==> config.mk <==
export PLATFORM = sky130hd
export DESIGN_NAME = d_fifo_drain_reader
export DESIGN_NICKNAME = d
export VERILOG_FILES = /design/src/rtl/pci_tx_pkg.sv /design/src/rtl/rr_arbiter_2.sv /design/src/rtl/d_fifo_drain_reader.sv
export SDC_FILE = /design/constraint.sdc
export NUM_CORES = 1
export LEC_CHECK = 0
export ABC_AREA = 1
export ABC_CLOCK_PERIOD_IN_PS = 1400
export BUFFER_PORTS_ARGS = -buffer_cell sky130_fd_sc_hd__buf_2
export CAP_MARGIN = 20
export CELL_PAD_IN_SITES_DETAIL_PLACEMENT = 1
export CELL_PAD_IN_SITES_GLOBAL_PLACEMENT = 1
export CORE_MARGIN = 3
export CORE_UTILIZATION = 28
export DETAILED_ROUTE_END_ITERATION = 7
export GPL_TIMING_DRIVEN = 1
export PLACE_DENSITY_LB_ADDON = 0.1
export SLEW_MARGIN = 0
export SYNTH_ARGS = -nofsm -noshare
export SYNTH_HDL_FRONTEND = slang
export SYNTH_SLANG_ARGS = --single-unit
==> constraint.sdc <==
create_clock -name clk -period 1.4 [get_ports clk]
set_input_delay 0.28 -clock clk [delete_from_list [all_inputs] [get_ports clk]]
set_output_delay 0.28 -clock clk [all_outputs]
set_load 0.02 [all_outputs]
==> src/rtl/pci_tx_pkg.sv <==
// Shared constants for the PCI transmit path: FSM state encoding and FIFO source IDs.
package pci_tx_pkg;

    typedef enum logic [1:0] {
        ST_INIT_WAIT = 2'd0,
        ST_ACTIVE    = 2'd1,
        ST_PAUSED    = 2'd2
    } state_e;

    localparam logic SRC_D0 = 1'b0;
    localparam logic SRC_D1 = 1'b1;

endpackage

==> src/rtl/rr_arbiter_2.sv <==
// Two-request round-robin arbiter with one-hot grant and a registered priority pointer.
module rr_arbiter_2
    import pci_tx_pkg::*;
(
    input  logic       clk,
    input  logic       reset,
    input  logic [1:0] req,
    output logic [1:0] gnt
);

    // Pointer names the channel favoured on the next contended cycle.
    logic prio_q;
    logic prio_d;

    always_comb begin
        gnt    = req;
        prio_d = prio_q;
        if (req == 2'b11) begin
            gnt = (prio_q == SRC_D1) ? 2'b10 : 2'b01;
        end
        if (gnt[0]) begin
            prio_d = SRC_D1;
        end else if (gnt[1]) begin
            prio_d = SRC_D0;
        end
    end

    always_ff @(posedge clk or posedge reset) begin
        if (reset) begin
            prio_q <= SRC_D0;
        end else begin
            prio_q <= prio_d;
        end
    end

endmodule

==> src/rtl/d_fifo_drain_reader.sv <==
// Read-side master draining FIFOs D0/D1 round-robin into one valid-qualified stream.
// Optional per-source delivery counters are built when D_READER_CNT_EN is defined.
module d_fifo_drain_reader
    import pci_tx_pkg::*;
#(
    parameter int DATA_WIDTH = 6
) (
    input  logic                  clk,
    input  logic                  reset,
    input  logic                  init,
    input  logic                  pause,
    input  logic                  empty_D0,
    input  logic                  empty_D1,
    input  logic [DATA_WIDTH-1:0] data_out_D0,
    input  logic [DATA_WIDTH-1:0] data_out_D1,
    output logic                  rd_enable_D0,
    output logic                  rd_enable_D1,
    output logic [DATA_WIDTH-1:0] data_out,
    output logic                  valid_out,
    output logic                  source_id,
    output logic                  idle_out,
    output logic [1:0]            state_out
`ifdef D_READER_CNT_EN
    ,
    output logic [7:0]            cnt_D0,
    output logic [7:0]            cnt_D1
`endif
);

    state_e                state_q, state_d;
    logic                  inflight_q, inflight_d;
    logic                  inflight_src_q, inflight_src_d;
    logic                  valid_q, valid_d;
    logic                  src_q, src_d;
    logic [DATA_WIDTH-1:0] data_q, data_d;
    logic                  rd_en;
    logic [1:0]            req;
    logic [1:0]            gnt;

    // init is included so that no pop is issued in the cycle the block is being shut down.
    assign rd_en = (state_q == ST_ACTIVE) & ~pause & init;
    assign req   = {~empty_D1, ~empty_D0} & {2{rd_en}};

    rr_arbiter_2 u_arb (
        .clk   (clk),
        .reset (reset),
        .req   (req),
        .gnt   (gnt)
    );

    always_ff @(posedge clk or posedge reset) begin
        if (reset) begin
            state_q <= ST_INIT_WAIT;
        end else begin
            state_q <= state_d;
        end
    end

    always_comb begin
        state_d = state_q;
        if (!init) begin
            state_d = ST_INIT_WAIT;
        end else begin
            case (state_q)
                ST_INIT_WAIT: state_d = ST_ACTIVE;
                ST_ACTIVE:    if (pause)  state_d = ST_PAUSED;
                ST_PAUSED:    if (!pause) state_d = ST_ACTIVE;
                default:      state_d = ST_INIT_WAIT;
            endcase
        end
    end

    always_comb begin
        rd_enable_D0 = gnt[0];
        rd_enable_D1 = gnt[1];
        state_out    = state_q;
        idle_out     = (state_q == ST_ACTIVE) & empty_D0 & empty_D1 & ~inflight_q;
        data_out     = data_q;
        valid_out    = valid_q;
        source_id    = src_q;
    end

    // FIFO data lags rd_enable by one cycle, so the pop's source rides one stage ahead of the capture.
    always_comb begin
        inflight_d     = |gnt;
        inflight_src_d = gnt[1] ? SRC_D1 : SRC_D0;
        valid_d        = inflight_q & init;
        data_d         = data_q;
        src_d          = src_q;
        if (valid_d) begin
            data_d = (inflight_src_q == SRC_D1) ? data_out_D1 : data_out_D0;
            src_d  = inflight_src_q;
        end
    end

    always_ff @(posedge clk or posedge reset) begin
        if (reset) begin
            inflight_q     <= 1'b0;
            inflight_src_q <= SRC_D0;
            valid_q        <= 1'b0;
            src_q          <= SRC_D0;
            data_q         <= '0;
        end else begin
            inflight_q     <= inflight_d;
            inflight_src_q <= inflight_src_d;
            valid_q        <= valid_d;
            src_q          <= src_d;
            data_q         <= data_d;
        end
    end

`ifdef D_READER_CNT_EN
    logic [7:0] cnt_D0_q, cnt_D0_d;
    logic [7:0] cnt_D1_q, cnt_D1_d;

    always_comb begin
        cnt_D0_d = cnt_D0_q;
        cnt_D1_d = cnt_D1_q;
        if (state_q == ST_INIT_WAIT) begin
            cnt_D0_d = 8'd0;
            cnt_D1_d = 8'd0;
        end else if (valid_d) begin
            if (src_d == SRC_D1) cnt_D1_d = cnt_D1_q + 8'd1;
            else                 cnt_D0_d = cnt_D0_q + 8'd1;
        end
    end

    always_ff @(posedge clk or posedge reset) begin
        if (reset) begin
            cnt_D0_q <= 8'd0;
            cnt_D1_q <= 8'd0;
        end else begin
            cnt_D0_q <= cnt_D0_d;
            cnt_D1_q <= cnt_D1_d;
        end
    end

    assign cnt_D0 = cnt_D0_q;
    assign cnt_D1 = cnt_D1_q;
`endif

endmodule

# Word level (Yosys, flattened, before mapping)
# Index checks and enable logic that the tools add are counted.
# W data, S select, Z words.
totals:
  reg_bits: 13
  in_bits: 18
  out_inout_bits: 13
classes:
  muxes: 10
  n_eq_ne: 5
  n_reduce_logical: 4
  bitwise: 11
ops:
  columns: ["cell", "n"]
  rows:
  - ["$mux W2", 5]
  - ["$and A1 B1 Y1", 6]
  - ["$mux W6", 1]
  - ["$ne A3 B3 Y1 const B", 2]
  - ["$pmux W2 S3", 1]
  - ["$eq A2 B2 Y1 const B", 2]
  - ["$not A1 Y1", 4]
  - ["$mux W1", 3]
  - ["$and A2 B2 Y2", 1]
  - ["$eq A2 B1 Y1 const B", 1]
  - ["$logic_not A2 Y1", 1]
  - ["$reduce_and A2 Y1", 1]
  - ["$reduce_bool A2 Y1", 1]
  - ["$reduce_or A2 Y1", 1]

# Longest topological paths before layout
depth:
  depth_word: 8
  mapped_depth: 6
  depth_no_buf: 6

# Cells and area by module
# Synthesis repeated with hierarchy kept, for this count alone.
hier_totals:
  cells_unflattened: 85
  hier_area_um2: 615.6
by_module_without_submodules:
  columns: ["module", "n_inst", "seq_area_each_um2", "cells_per_inst", "area_each_um2"]
  rows:
  - ["d_fifo_drain_reader", 1, 300.3, 72, 540.5]
  - ["rr_arbiter_2", 1, 25.0, 13, 75.1]

# Least setup slack after synthesis
# No wires, ideal clock.
synth_path:
  kind: "reg-to-output"
  startpoint: "register state_q[1] (netlist: state_out[1])"
  endpoint: "output port idle_out"
  arrival_time_ns: 1.066
  stages_incl_launch_ff: 4
  n_path_buf: 0
  path_slack_ns: 0.054
  path_cell_list: "dfrtp_1 inv_1 nand2_1 nor3_1"
synth_between:
  elab_chain_len: 4
synth_lines:
  columns: ["item", "line", "source"]
  rows:
  - ["start: declaration", "d_fifo_drain_reader.sv:30", "state_e state_q, state_d;"]
  - ["start signal: assignment", "d_fifo_drain_reader.sv:55", "state_q <= state_d;"]
  - ["$eq A2 B1 Y1", "d_fifo_drain_reader.sv:77", "idle_out = (state_q == ST_ACTIVE) & empty_D0 & empty_D1 & ~inflight_q;"]
  - ["$and A1 B1 Y1 (3 in series)", "d_fifo_drain_reader.sv:77", null]
  - ["end: declaration", "d_fifo_drain_reader.sv:21", "output logic idle_out,"]
# No other way between the ends.

# Worst setup path after layout
layout_path:
  startpoint: "register state_q[1] (netlist: state_out[1])"
  endpoint: "output port rd_enable_D1"
layout_between:
  elab_chain_len: 6
layout_lines:
  columns: ["item", "line", "source"]
  rows:
  - ["$eq A2 B1 Y1 *", "d_fifo_drain_reader.sv:41", "assign rd_en = (state_q == ST_ACTIVE) & ~pause & init;"]
  - ["$and A1 B1 Y1 * (2 in series)", "d_fifo_drain_reader.sv:41", null]
  - ["$and A2 B2 Y2 *", "d_fifo_drain_reader.sv:42", "assign req = {~empty_D1, ~empty_D0} & {2{rd_en}};"]
  - ["$eq A2 B2 Y1", "rr_arbiter_2.sv:18", "if (req == 2'b11) begin"]
  - ["$mux W2 *", "rr_arbiter_2.sv:18", null]
  - ["end: declaration", "d_fifo_drain_reader.sv:17", "output logic rd_enable_D1,"]
# Mark *: on every way between the ends. The rest lies on a longest branch, timed or not.

==> flow_summary.ini <==
[die]
die_area_um2 = 2580
die_x_um = 50.8
die_y_um = 50.8
num_rows = 15
start_util = 0.312
boundaryPins = 31
core_um2 = 1800

[cells_and_area]
final_util = 0.459
syn2layout_area_growth_pct = 47.2
nNetsFinal = 126
antennaDiodeCount = 0
drive_gt1_frac = 0.421
final_area_um2 = 827

[logic_synthesis]
synth_seq_cells = 13
synth_area_leaders = dfrtp_1 (58%), a21oi_1 (12%), nand2_1 (12%)
synth_cells = 69
synth-warning-count = 0
synth_top_cell_by_area = dfrtp_1
synth_nets = 87
seq_area_frac_synth = 0.579
synth_cell_types = 10
synth_area_um2 = 562
syn-mean-instance-area_um2 = 8.14
synth_top_area_frac = 0.579

[clock_network]
cts_tree = done
cts.clk_slew.worst_paths_ns = 0.08
htreeDepth = 1
cts_buffer_depth = 2
ctsHoldBuffers = 0
clock_sinks = 13
cts-root-buf = clkbuf_4
cts_made_buffers = 3
clk_latency_ns = 0.27

[timing]
layout_min_cycle_time_ns = 1.44
relSlewSlack = 0.655
finalCritPeriodShare = 1.03
setup_viol = 2
whs_ns = 0.0199
hold_viol = 0
clock_skew_ns = 0.00129
fmax_mhz = 695
setup_ws_ns = -0.0396
tightest_slew_ns = 0.517
fin_setup_tns_ns = -0.0544
maxSlewViolCount = 0
rsz0062_at_grt = yes

[routing]
drt_iter0_markers = 5
drc_errors = 0
vias = 583
wirelength_mm = 1.60
wl_per_cell_um = 12.1
ant_nets = 0
vias_per_cell = 4.42
first_pass_iters = 4

[worst_setup_path]
cp.required_ns = 1.12
slowest_delay_ns = 0.38
arrival_ns = 1.16
r2r-start = state_out[1]
slowest_stage = dfrtp_1
crit_fanout = 3
crit_family = flip-flops
worstSetupPathType = register to output pin
endpoint_kind = output pin
setup.worst_path.start = state_out[1]
cpMostUsedCell = nand2_2
cp-start-kind = register
crit_buf_inv = 3
cp_cell_sequence = inv_1, nand2_2, nor2_4, nand2_2, inv_2, buf_6

[status]
violations = setup timing
status = finished, violations left

[pwr]
ir_worst_vdd_mv = 0.638
cellLeakagePower_nw = 0.450
p_per_area_nw_per_um2 = 1380

[place]
pre_cts_ws_ns = 0.0697
placed_cell_area_um2 = 751
dpl.hpwl_mm = 1.16
routabilityCongestion = 0.716
io_buffers = 30

[grt]
grt_pass1_wl_mm = 2.73
grt_antenna_before_repair = 0
overflow = 0
grt_usage = 0.143
grt_max_degree = 14
grt_pass1_vias = 616

[run]
cap_violations = 0

[min_path]
hp-class = primary input to async pin
area by class of cell:
class / count / area [um^2]
clock buffers: 4 / 26.3
fillers: 241 / 975
inverters: 9 / 35.0
multi-input cells: 47 / 216
flip-flops and latches: 13 / 325
well taps: 25 / 31.3
repair buffers: 34 / 193
kinds of logic (layout without fill, tap and decap cells):
family | count (synthesis) | count (layout) | share of synthesized area
buffers and inverters | 9 | 47 | 0.0624
AND/OR/NAND/NOR | 32 | 32 | 0.225
flip-flops | 13 | 13 | 0.579
AO/OA/AOI/OAI | 15 | 15 | 0.134
through the flow:
| stage | power (mW) | cells |
|---|---|---|
| CTS | 1.16 | 132 |
| floorplan | 0.756 | 69 |
| global placement | 0.896 | 125 |
| global route | 1.23 | 132 |
| finish | 1.14 | 132 |
| detailed placement | 0.905 | 125 |
synthesized netlist by cell type:
library cell  count
or2_1             1
nor2_1           11
dfrtp_1          13
a21oi_1          14
nand2_2           1
inv_1             8
o21ai_0           1
nor3_1            1
nand2_1          18
clkinv_2          1
placed cells by master (no fill, tap or decap), drive strengths merged, types with 4 or more instances in the layout:
cell | netlist | routed
nand2 | 19 | 19
nor2 | 11 | 11
buf | 0 | 34
inv | 8 | 8
clkbuf | 0 | 4
a21oi | 14 | 14
dfrtp | 13 | 13
metal layers:
layer / wire length (um) / GRT usage
met1: 706 / 0.171
met2: 772 / 0.235
met3: 117 / 0.0593
met4: 7 / 0.0404
met5: 0 / 0
path summary, 6_finish.rpt:
check / end / slack [ns] / cells after the start
worst max-delay path: rd_enable_D1 / -0.04 / 6
worst min-delay path: data_out[1] / 0.02 / 2
worst max register to register: u_arb.prio_q / 0.35 / 7
worst min register to register: source_id / 0.52 / 2
max in group asynchronous: data_out[2] / 1.04 / 2
min in group clk: data_out[5] / 0.24 / 3
registers in the layout, indices dropped and copies added (netlist names):
| name | flops |
|---|---|
| source_id | 1 |
| u_arb.prio_q | 1 |
| valid_out | 1 |
| inflight_src_q | 1 |
| inflight_q | 1 |
| data_out | 6 |
| state_out | 2 |
what timing repair did:
item / in CTS / in global routing
resized for setup: 11 / 0
pin swaps: 3 / 0
setup endpoints to repair: 3 / 3
endpoints found under the hold margin: 0 / 0
buffers inserted: 3 / 0
where the power goes:
| part | switching, mW | internal (mW) |
|---|---|---|
| registers | 0.0520 | 0.472 |
| logic | 0.242 | 0.143 |
| clock network | 0.123 | 0.110 |
Power figures use the tool's default switching activity.
